==> src/rtl/m2v_side_defs_pkg.sv <==
// Shared side-information definitions for the m2vside stages: block counts,
// default field widths and the common header layout.
package m2v_side_defs_pkg;

   localparam int unsigned NUM_BLOCKS    = 6;
   localparam logic [2:0]  BLK_LAST      = 3'd5;
   localparam int unsigned MVH_WIDTH_DEF = 16;
   localparam int unsigned MVV_WIDTH_DEF = 15;
   localparam int unsigned MBX_WIDTH_DEF = 6;
   localparam int unsigned MBY_WIDTH_DEF = 5;
   localparam int unsigned CBP_WIDTH     = 6;

   typedef enum logic {
      ST_IDLE = 1'b0,
      ST_RUN  = 1'b1
   } side_state_t;

   // Header layout {mv_h, mv_v, x, y, intra, cbp} at default widths
   typedef struct packed {
      logic [MVH_WIDTH_DEF-1:0] mv_h;
      logic [MVV_WIDTH_DEF-1:0] mv_v;
      logic [MBX_WIDTH_DEF-1:0] x;
      logic [MBY_WIDTH_DEF-1:0] y;
      logic                     intra;
      logic [CBP_WIDTH-1:0]     cbp;
   } side_hdr_t;

   function automatic int unsigned hdr_width(input int unsigned mvh, input int unsigned mvv,
                                             input int unsigned mbx, input int unsigned mby);
      return mvh + mvv + mbx + mby + 1 + CBP_WIDTH;
   endfunction

endpackage

==> src/rtl/m2vside_hdr_reg.sv <==
// Macroblock header holding register with load enable and asynchronous clear.
module m2vside_hdr_reg #(
   parameter int unsigned W = 50
) (
   input  logic         clk,
   input  logic         reset_n,
   input  logic         load,
   input  logic [W-1:0] d,
   output logic [W-1:0] q
);

   always_ff @(posedge clk or negedge reset_n) begin
      if (!reset_n)  q <= '0;
      else if (load) q <= d;
   end

endmodule

==> src/rtl/m2vside1.sv <==
// Stage-1 side-information sequencer: expands each macroblock header into six
// per-block records, advancing on block_start, with one header of look-ahead.
module m2vside1
   import m2v_side_defs_pkg::*;
#(
   parameter int unsigned MVH_WIDTH = MVH_WIDTH_DEF,
   parameter int unsigned MVV_WIDTH = MVV_WIDTH_DEF,
   parameter int unsigned MBX_WIDTH = MBX_WIDTH_DEF,
   parameter int unsigned MBY_WIDTH = MBY_WIDTH_DEF
) (
   input  logic                 clk,
   input  logic                 reset_n,
   input  logic                 mb_valid,
   output logic                 mb_ready,
   input  logic [MVH_WIDTH-1:0] mb_mv_h,
   input  logic [MVV_WIDTH-1:0] mb_mv_v,
   input  logic [MBX_WIDTH-1:0] mb_x,
   input  logic [MBY_WIDTH-1:0] mb_y,
   input  logic                 mb_intra,
   input  logic [5:0]           mb_cbp,
   input  logic                 block_start,
   output logic [MVH_WIDTH-1:0] s1_mv_h,
   output logic [MVV_WIDTH-1:0] s1_mv_v,
   output logic [MBX_WIDTH-1:0] s1_mb_x,
   output logic [MBY_WIDTH-1:0] s1_mb_y,
   output logic                 s1_mb_intra,
   output logic [2:0]           s1_block,
   output logic                 s1_coded,
   output logic                 s1_enable,
   output logic                 busy
);

   localparam int unsigned HW = hdr_width(MVH_WIDTH, MVV_WIDTH, MBX_WIDTH, MBY_WIDTH);

   side_state_t   state_q, state_d;
   logic [2:0]    blk_q, blk_d;
   logic          pend_v_q, pend_v_d;
   logic          accept, load_cur, load_pend, cur_from_pend;
   logic [HW-1:0] hdr_in, cur_d, cur_q, pend_q;
   logic [5:0]    cur_cbp, cbp_shift;

   assign hdr_in = {mb_mv_h, mb_mv_v, mb_x, mb_y, mb_intra, mb_cbp};
   assign accept = mb_valid & ~pend_v_q;
   assign cur_d  = cur_from_pend ? pend_q : hdr_in;

   m2vside_hdr_reg #(.W(HW)) u_cur (
      .clk(clk), .reset_n(reset_n), .load(load_cur), .d(cur_d), .q(cur_q)
   );

   m2vside_hdr_reg #(.W(HW)) u_pend (
      .clk(clk), .reset_n(reset_n), .load(load_pend), .d(hdr_in), .q(pend_q)
   );

   // Next-state: block advance, macroblock hand-over (pending or bypass) and idle entry
   always_comb begin
      state_d       = state_q;
      blk_d         = blk_q;
      load_cur      = 1'b0;
      load_pend     = 1'b0;
      cur_from_pend = 1'b0;
      case (state_q)
         ST_IDLE: begin
            if (accept) begin
               load_cur = 1'b1;
               blk_d    = 3'd0;
               state_d  = ST_RUN;
            end
         end
         ST_RUN: begin
            load_pend = accept;
            if (block_start) begin
               if (blk_q < BLK_LAST) begin
                  blk_d = blk_q + 3'd1;
               end else begin
                  blk_d = 3'd0;
                  if (pend_v_q) begin
                     load_cur      = 1'b1;
                     cur_from_pend = 1'b1;
                  end else if (accept) begin
                     load_cur  = 1'b1;
                     load_pend = 1'b0;
                  end else begin
                     state_d = ST_IDLE;
                  end
               end
            end
         end
         default: begin
            state_d = ST_IDLE;
            blk_d   = 3'd0;
         end
      endcase
      if (blk_q > BLK_LAST) blk_d = 3'd0;
      pend_v_d = (pend_v_q & ~cur_from_pend) | load_pend;
   end

   always_ff @(posedge clk or negedge reset_n) begin
      if (!reset_n) begin
         state_q  <= ST_IDLE;
         blk_q    <= 3'd0;
         pend_v_q <= 1'b0;
      end else begin
         state_q  <= state_d;
         blk_q    <= blk_d;
         pend_v_q <= pend_v_d;
      end
   end

   assign {s1_mv_h, s1_mv_v, s1_mb_x, s1_mb_y, s1_mb_intra, cur_cbp} = cur_q;

   // cbp bit 5 belongs to block 0, so shift the current block's bit up to the MSB
   assign cbp_shift = cur_cbp << blk_q;
   assign s1_coded  = s1_mb_intra | cbp_shift[5];
   assign s1_block  = blk_q;
   assign s1_enable = (state_q == ST_RUN);
   assign mb_ready  = ~pend_v_q;
   assign busy      = s1_enable | pend_v_q;

   a_no_accept_when_pending: assert property (
      @(posedge clk) disable iff (!reset_n) !(mb_valid && mb_ready && pend_v_q));

endmodule

==> config.mk <==
export PLATFORM = sky130hd
export DESIGN_NAME = m2vside1
export DESIGN_NICKNAME = d
export VERILOG_FILES = /design/src/rtl/m2v_side_defs_pkg.sv /design/src/rtl/m2vside_hdr_reg.sv /design/src/rtl/m2vside1.sv
export SDC_FILE = /design/constraint.sdc
export NUM_CORES = 1
export LEC_CHECK = 0
export ABC_AREA = 1
export BUFFER_PORTS_ARGS = -buffer_cell sky130_fd_sc_hd__buf_2
export CAP_MARGIN = 20
export CORE_MARGIN = 1
export CORE_UTILIZATION = 48
export CTS_CLUSTER_SIZE = 24
export DETAILED_ROUTE_END_ITERATION = 8
export HOLD_SLACK_MARGIN = 0.02
export PLACE_DENSITY = 0.77
export SYNTH_ARGS = -nofsm -noshare
export SYNTH_HDL_FRONTEND = slang
export SYNTH_SLANG_ARGS = --single-unit
export TNS_END_PERCENT = 100
==> constraint.sdc <==
create_clock -name clk -period 2.5 [get_ports clk]
set_input_delay 0.375 -clock clk [delete_from_list [all_inputs] [get_ports clk]]
set_output_delay 0.375 -clock clk [all_outputs]
set_load 0.05 [all_outputs]
-- Yosys cells after proc, flatten, opt, wreduce, memory -nomap -nowiden
Cells that the tools add are included.
- flip-flop bits (word level): 103
- bits of input ports: 53
- output and inout bits: 50
- logic and storage cells: 42
- add/sub/neg operators: 1
- $lt $le $gt $ge: 2
- eq/ne operators: 2
- shifts and indexed selects: 1
- multiplexer cells: 22
- bitwise operators: 8
- reduce and logical (&&, ||, !) cells: 1
- operator list (kind ; number):
    $mux W49 ; 1
    $mux W1 ; 14
    $mux W3 ; 4
    $pmux W3 S2 ; 1
    $shl A6 B3 Y6 ; 1
    $pmux W1 S2 ; 2
    $add A3 B1 Y3 const B ; 1
    $gt A3 B3 Y1 const B ; 1
    $lt A3 B3 Y1 const B ; 1
    $ne A3 B2 Y1 const B ; 1
    $ne A3 B3 Y1 const B ; 1
    $not A1 Y1 ; 3
    $or A1 B1 Y1 ; 3
    $and A1 B1 Y1 ; 2
    $reduce_and A2 Y1 ; 1

-- Logic depth before layout (Yosys ltp)
Gate-level depths: netlist (run 1).
- depth in word-level cells: 7
- depth in mapped cells: 10
- depth with buffers taken out: 7

-- Cells and area by module
From an unflattened synthesis (run 1), not the netlist that was laid out.
- cell total of the unflattened synthesis: 657
- area total of the unflattened synthesis: 4941.0 um2
- by module, submodules not included (module ; instances ; cells an instance ; area each (um2) ; sequential area each (um2)):
    m2vside_hdr_reg ; 2 ; 208 ; 1858.0 ; 1226.2
    m2vside1 ; 1 ; 241 ; 1224.9 ; 125.1

-- Worst setup path before layout (run 1)
Ideal clock, no wire load.
- path type: register to output
- start point: register blk_q[0] (netlist: s1_block[0])
- end point: output port s1_coded
- arrival time: 1.621 ns
- required time: 2.125 ns
- setup slack: 0.504 ns
- stages on the path, launching flop included: 7
- path buffers: 1
- cells stage by stage: dfrtp_1 buf_2 inv_1 o21ai_0 nand2_1 nand2_1 nand3_1
- longest elaborated chain between the ends: 2
- ends and longest elaborated chain (element ; RTL line ; source):
    start: declaration ; m2vside1.sv:36 ; logic [2:0] blk_q, blk_d;
    start signal: assignment ; m2vside1.sv:104 ; blk_q <= blk_d;
    $shl A6 B3 Y6 ; m2vside1.sv:112 ; assign cbp_shift = cur_cbp << blk_q;
    $or A1 B1 Y1 ; m2vside1.sv:113 ; assign s1_coded = s1_mb_intra | cbp_shift[5];
    end: declaration ; m2vside1.sv:28 ; output logic s1_coded,
No other way between the ends.

-- Worst setup path after layout (run 1)
- start point: register blk_q[0] (netlist: s1_block[0])
- end point: register u_cur.q[22]
- longest elaborated chain between the ends: 5
- elaborated cells between the ends (all ways): 8
- classes of those cells: order compare: 1; mux: 7
- ends and longest elaborated chain (element ; RTL line ; source):
    $lt A3 B3 Y1 * ; m2vside1.sv:72 ; if (blk_q < BLK_LAST) begin
    $mux W1 ; m2vside1.sv:72 ;
    $mux W1 ; m2vside1.sv:71 ; if (block_start) begin
    $mux W1 ; m2vside1.sv:61 ; case (state_q)
    $mux W49 ; m2vside1.sv:44 ; assign cur_d = cur_from_pend ? pend_q : hdr_in;
    end signal: assignment ; m2vside_hdr_reg.sv:13 ; if (!reset_n) q <= '0;
    end signal: assignment ; m2vside_hdr_reg.sv:14 ; else if (load) q <= d;
    end: declaration ; m2vside_hdr_reg.sv:9 ; output logic [W-1:0] q
Every way passes the cells marked *; elsewhere a longest branch is shown, timed or not.
A chain may end at the register's enable or synchronous reset.

==> results.md, run 1 <==
* Worst reg2reg path startpoint: s1_block[0]
* Die height at between 100 and 150 um
* Total DRC errors in the routed layout at 0
* Least-Margin Pin Slew at 708 ps
* Total half-perimeter wirelength after legalization and detailed placement at approximately 7.4 mm
* Total design power at between 7 and 8 mW
* Number of gates given a new drive strength after cts at 0
* Worst IR Drop VDD at about 0.64 mV
* Final worst-path cycle share at 0.824
* Critical register-to-register path endpoint: u_cur.q[22]
* Fraction of power spent switching nets at 0.495
* Hold Buf Count CTS at 0
* Int Power at around 3.7 mW
* Critical path launch point type: register
* Worst max-slew margin expressed relative to the limit at 0.528
* Count of buffers added by post-CTS timing repair for setup at 0
* Antenna violations before repair at 0
* Period minus WS final at between 2000 and 2500 ps
* Via total after detailed routing at about 4300
* Largest net degree at the start of global routing at 53
* Overall die width at 106 um
* Sequential share of the synthesized area at 0.501
* PD cells at 1290 mW/mm^2
* Share of flip-flops with an asynchronous set or reset after synthesis at 1.00
* Clock Sink Count at ~100
* Result of the run: finished, final reports clean
* Summed negative setup slack over all endpoints at 0 ps
* Main area contributors after synthesis: dfrtp_1 50%, nand2_1 29%, buf_4 7.1%, nand4_1 6.0%, buf_2 1.6%
* Crit-path leading delay family: simple AND/OR/NAND/NOR gates
* Clock group share of total power at 0.132
* I/O Buffers at between 100 and 150
* Number of maximum-capacitance violations at 0
* Hold/Removal Path Class: in2async
* Number of cells on the worst reg-to-reg path at 8
* Library cell appearing most often on the critical path: nand2_1
* Count of routing violations after the opening detailed-route iteration at 307
* Critical path's largest stage delay at about 600 ps
* Bufs on Longest Clock Path at 2
* Post-detailed-route count of antenna-violating nets at 0
* Max-slew violation count at 0
* Worst path bufs/invs at 1
* Average instance area after synthesis at around 7.6 sq um
* CP max stage cell: dfrtp_1
* Net Switching at roughly 3.6 mW
* Achievable frequency at just under 0.5 GHz
* Wire length per cell at 13.4 um
* Number of distinct library cells after synthesis at 22
* Last weighted congestion value of the routability-driven placer at about 0.83
* LEAKAGE at between 3 and 4 nW
* Synth area leader: dfrtp_1
* Hold slack at between 40 and 50 ps
* Std cell rows at 37
* H-Tree Level Count at 3
* Gate Count Post-Synth at roughly 680
* Clock slew at the register clock pins of the worst setup and hold paths at ~100 ps
* Core occupancy in the finished layout at 0.544
* Area fraction of the dominant cell type after synthesis at 0.501
* CTS tree: done
* I/O pin total at slightly above 100
* Final number of setup-violating endpoints at 0
* Highest net fanout along the worst path at 26
* Most instantiated library cell after synthesis: nand2_1
* Core footprint at ~0.010 sq mm
* Vias per inst at roughly 5.0
* Number of warnings reported in the yosys synthesis log at 0
* Starting density of the core at 0.496
* Cell area after synthesis at 0.00515 sq mm
* Buffer cell driving the clock tree root: clkbuf_8
* Worst R2R Setup Slack at between 400 and 500 ps
* Path type of the worst setup path: reg2reg
* Worst endpoint data arrival time at 2320 ps
* Final cell count without fillers at around 860
* Global-route wire length before repair at ~20 mm
* Req. time, crit path at approximately 2800 ps
* Fraction of layout cells with a size suffix above 1 at 0.193
* Via count of the first global-routing pass at approximately 4200
* Syn Nets at between 700 and 800
* Type of element capturing the critical path: register
* Overflow left after global routing at 0
* Final Net Count at just under 800
* Synthesis-stage register bit count at approximately 100
* Share of power burned in combinational logic at 0.474
* Placed Instances at approximately 840
* Setup skew after layout at roughly 9.6 ps
* Total clock buffers created by CTS at 9
* RSZ-0062 raised after global routing: false
* Number of antenna repair diodes at 0
* Post-synth EDFFs at 0
* Pre-antenna DRT Iters at 5
* Top cells by instance count after synthesis: 404 x nand2_1, 103 x dfrtp_1, 49 x buf_4, 49 x nand4_1, 19 x clkbuf_1
* Post-detailed-routing wire length at ~11 mm
* CP Cell Sequence: nor2_4, nor2_8, nand3_2, buf_12, nand2_1, nand2_1, nand2_1, nand2_1
* Clock latency on the worst-skew pair at around 360 ps
* Seq pwr share at 0.394
* Total Die Area at 0.0111 sq mm
* Area growth from synthesis to layout at 9.55%
* Number of hold violations in the final report at 0
* Most common flop cell mapped by yosys: dfrtp_1
* Tot GR Track Use at 0.220
-- cell families after synthesis --
family                     after synthesis  share of synthesized area
AOI/OAI and AO/OA                       11                     0.0119
xor gates and xnor gates                 1                    0.00170
adders and majority gates                2                    0.00486
buffers and inverters                   96                      0.110
DFF                                    103                      0.501
and+or+nand+nor                        466                      0.371
-- cell type report --
| cell class | instances | area [sq um] |
|---|---|---|
| Inverter | 11 | 41.3 |
| Tap cell | 136 | 170 |
| Timing Repair Buffer | 112 | 651 |
| Fill cell | 959 | 4730 |
| Clock inverter | 7 | 53.8 |
| Multi-Input combinational cell | 480 | 2020 |
| Clock buffer | 9 | 124 |
| Sequential cell | 103 | 2580 |
-- per-stage QoR --
stage               setup WS (ps)  instance area, sq um
CTS                           439                  5640
global placement              562                  5460
global route                  250                  5640
floorplan                     504                  5150
detailed placement            457                  5460
finish                        441                  5640
-- sequential cells by signal, summed over array words and instances (netlist names) --
register   count
u_cur.q       49
pend_v_q       1
s1_enable      1
u_pend.q      49
s1_block       3
-- power groups by stage --
| stage | clock, mW | combinational [mW] | sequential (mW) |
|---|---|---|---|
| 2_1_floorplan | 0 | 3.07 | 2.87 |
| 3_3_place_gp | 0 | 3.40 | 2.86 |
| 3_5_place_dp | 0 | 3.46 | 2.89 |
| 4_1_cts | 0.984 | 3.47 | 2.87 |
| 5_1_grt | 1.06 | 3.77 | 2.96 |
| 6_report | 0.960 | 3.44 | 2.87 |
-- worst max-delay path by stage --
stage | slack [ps] | endpoint | cells after the start | startpoint
finish | 440 | u_cur.q[22] | 8 | s1_block[0]
detailed placement | 460 | u_cur.q[22] | 8 | s1_block[0]
global placement | 560 | u_cur.q[22] | 8 | s1_block[0]
floorplan | 500 | s1_coded | 6 | s1_block[0]
CTS | 440 | u_cur.q[22] | 8 | s1_block[0]
global route | 250 | u_cur.q[22] | 8 | s1_block[0]
-- routing by layer --
metal	GRT usage	routed length [um]
met2	0.372	5480
met1	0.289	5150
met4	0.0665	157
met5	0	0
met3	0.0383	679
-- cells in the final DEF, fill, tap and decap left out --
cell / netlist / routed
clkbuf_8: 0 / 9
buf_12: 0 / 5
inv_2: 3 / 3
clkinv_2: 0 / 1
clkinvlp_4: 0 / 3
nand2_2: 1 / 2
nor2_8: 1 / 1
nand3_1: 4 / 3
nor2_4: 1 / 1
inv_6: 0 / 3
o21ai_0: 5 / 5
a21oi_4: 0 / 1
nand4_1: 49 / 49
nor2_1: 4 / 4
nand3_2: 1 / 2
dfrtp_2: 0 / 1
nand2_1: 404 / 403
nor3_1: 1 / 1
a21oi_1: 3 / 3
buf_2: 16 / 101
ha_1: 2 / 2
buf_4: 49 / 6
xnor2_1: 1 / 1
o22ai_1: 2 / 2
dfrtp_1: 103 / 102
inv_1: 8 / 8
Note: power is estimated with default switching activity, not from simulation.
==> run 2: changes to the inputs <==
PLACE_DENSITY = 0.8   (was 0.77)
clock period = 1.89 ns   (was 2.5 ns; I/O delays follow)
==> results.md, run 2 (synthesized netlist as in run 1, its figures left out) <==
* Final Net Count at 786 (was 772)
* Summed negative setup slack over all endpoints at 0 ps (unchanged)
* Placed Instances at 851 (was 842)
* Commonest cells after routing, fill and taps aside: 403 x nand2_1, 101 x buf_2, 101 x dfrtp_1 (was 403 x nand2_1, 102 x dfrtp_1, 101 x buf_2)
* Setup skew after layout at 14.9 ps (was 9.55 ps)
* First element of the critical path: s1_block[0] (unchanged)
* Critical path's largest stage delay at 440 ps (was 590 ps)
* Max-slew violation count at 0 (unchanged)
* Total DRC errors in the routed layout at 0 (unchanged)
* Net Switching at 4.86 mW (was 3.60 mW)
* CTS tree: done (unchanged)
* Result of the run: finished, final reports clean (unchanged)
* Tot GR Track Use at 0.224 (was 0.220)
* Req. time, crit path at 1610 ps (was 2760 ps)
* Clock Sink Count at 103 (unchanged)
* Count of routing violations after the opening detailed-route iteration at 248 (was 307)
* Post-placement cell area at 0.00552 sq mm (was 0.00546 sq mm)
* Critical path launch point type: register (unchanged)
* Via count of the first global-routing pass at 4225 (was 4217)
* Antenna violations before repair at 0 (unchanged)
* Final cell count without fillers at 872 (was 858)
* Library cell appearing most often on the critical path: nand2_1 (unchanged)
* Via total after detailed routing at 4430 (was 4306)
* I/O Buffers at 102 (unchanged)
* Share of power burned in combinational logic at 0.478 (was 0.474)
* Post-detailed-routing wire length at 11.9 mm (was 11.5 mm)
* Clock latency on the worst-skew pair at 370 ps (was 360 ps)
* Hold/Removal Path Class: in2reg (was in2async)
* Fraction of layout cells with a size suffix above 1 at 0.211 (was 0.193)
* Worst slack after detailed placement at 253 ps (was 457 ps)
* Core footprint at 0.0104 sq mm (unchanged)
* Final worst-path cycle share at 0.981
* Int Power at 5.19 mW (was 3.67 mW)
* Worst IR Drop VDD at 1.15 mV (was 0.636 mV)
* Pre-antenna DRT Iters at 4 (was 5)
* Period minus WS final at between 1500 and 2000 ps
* Number of maximum-capacitance violations at 0 (unchanged)
* Starting density of the core at 0.496 (unchanged)
* Total clock buffers created by CTS at 9 (unchanged)
* Bufs on Longest Clock Path at 2 (unchanged)
* Achievable frequency at 0.539 GHz
* Area growth from synthesis to layout at 12.5% (was 9.55%)
* CP Cell Sequence: buf_6, a21oi_1, o21ai_0, nand2_1, nand2_1, nand3_2, buf_8 (was nor2_4, nor2_8, nand3_2, buf_12, nand2_1, nand2_1, nand2_1, nand2_1)
* Total half-perimeter wirelength after legalization and detailed placement at 7.89 mm (was 7.43 mm)
* Wire length per cell at 13.6 um (was 13.4 um)
* Worst path bufs/invs at 2 (was 1)
* Total Die Area at 0.0111 sq mm (unchanged)
* Fraction of power spent switching nets at 0.484 (was 0.495)
* Clock group share of total power at 0.145 (was 0.132)
* Buffer cell driving the clock tree root: clkbuf_8 (unchanged)
* Crit-path leading delay family: flip-flops (was simple AND/OR/NAND/NOR gates)
* Worst max-slew margin expressed relative to the limit at 0.679 (was 0.528)
* Setup ws final at 35.4 ps (was 441 ps)
* PD cells at 1740 mW/mm^2 (was 1290 mW/mm^2)
* Type of element capturing the critical path: primary output (was register)
* Clock slew at the register clock pins of the worst setup and hold paths at 100 ps (about the same)
* Last weighted congestion value of the routability-driven placer at 0.839 (was 0.834)
* Overflow left after global routing at 0 (unchanged)
* Worst endpoint data arrival time at 1570 ps (was 2320 ps)
* Seq pwr share at 0.377 (was 0.394)
* H-Tree Level Count at 3 (unchanged)
* Non-Filler Cell Area, Final at 0.00579 sq mm (was 0.00564 sq mm)
* Most frequent standard cell in the layout excluding fill and tap cells: nand2_1 (unchanged)
* Number of hold violations in the final report at 0 (unchanged)
* Startpoint of the lowest-slack hold path: mb_mv_v[7]
* Highest net fanout along the worst path at 5 (was 26)
* Path type of the worst setup path: reg2out (was reg2reg)
* Filler cells at 956 (was 959)
* Vias per inst at 5.08 (was 5.02)
* Hold slack at 127 ps (was 49.0 ps)
* Global-route wire length before repair at 19.9 mm (was 19.7 mm)
* Total design power at 10.0 mW (was 7.27 mW)
* Post-detailed-route count of antenna-violating nets at 0 (unchanged)
* I/O pin total at 103 (unchanged)
* Number of antenna repair diodes at 0 (unchanged)
* Overall die width at 106 um (unchanged)
* Worst reg2reg path startpoint: s1_enable (was s1_block[0])
* CP max stage cell: dfrtp_1 (unchanged)
* Core occupancy in the finished layout at 0.558 (was 0.544)
* Std cell rows at 37 (unchanged)
* Die height at 106 um (unchanged)
* LEAKAGE at 3.35 nW (was 3.25 nW)
* Least-Margin Pin Slew at 482 ps (was 708 ps)
* Final number of setup-violating endpoints at 0 (unchanged)
* Largest net degree at the start of global routing at 40 (was 53)
-- run 2: final cells by class --
type,count,area (sq um),share of cell area
Clock inverter,6,75.1,0.0130
Inverter,11,41.3,0.00713
Multi-Input combinational cell,480,2030,0.350
Clock buffer,10,138,0.0238
Sequential cell,103,2580,0.446
Tap cell,136,170,0.0294
Timing Repair Buffer,126,757,0.131
-- run 2: worst paths after layout --
check,end,slack [ps],cells after the start
max in group asynchronous,u_pend.q[35],890,3
min in group asynchronous,u_cur.q[20],410,2
setup / recovery,s1_coded,40,7
hold reg to reg,u_cur.q[44],480,2
hold / removal,u_pend.q[25],130,3
setup reg to reg,u_cur.q[10],220,7
-- run 2: layer usage --
layer	share of wire	up-vias	wire length (um)	GRT usage
met5	0	-	0	0
met4	0.015	0	175	0.0764
met3	0.065	16	777	0.0365
met2	0.47	163	5630	0.376
met1	0.45	2073	5280	0.295
li1	-	2178	-	-
-- run 2: what timing repair did --
| action | 4_1_cts | 5_1_grt |
|---|---|---|
| cloned | 0 | 1 |
| hold buffers | 1 | 0 |
| buffers inserted | 0 | 3 |
| gates resized for setup | 1 | 6 |
| setup endpoints to repair | 1 | 1 |
| hold endpoints to repair | 32 | 0 |
-- run 2: power by group through the flow --
stage | Sequential [mW] | Combinational [mW] | Clock, mW
final | 3.79 | 4.80 | 1.46
after global routing | 3.91 | 5.22 | 1.60
after CTS | 3.78 | 4.72 | 1.49
after detailed placement | 3.80 | 4.68 | 0
after global placement | 3.77 | 4.57 | 0
after floorplan | 3.79 | 4.07 | 0
-- run 2: worst register-to-register path, stage by stage, from the launching register on --
cell and delay (ps):
dfrtp_1 540, nand2_1 120, inv_2 260, buf_4 340
nand4_1 150, nand2_1 90, nand2_1 60, nand2_1 60
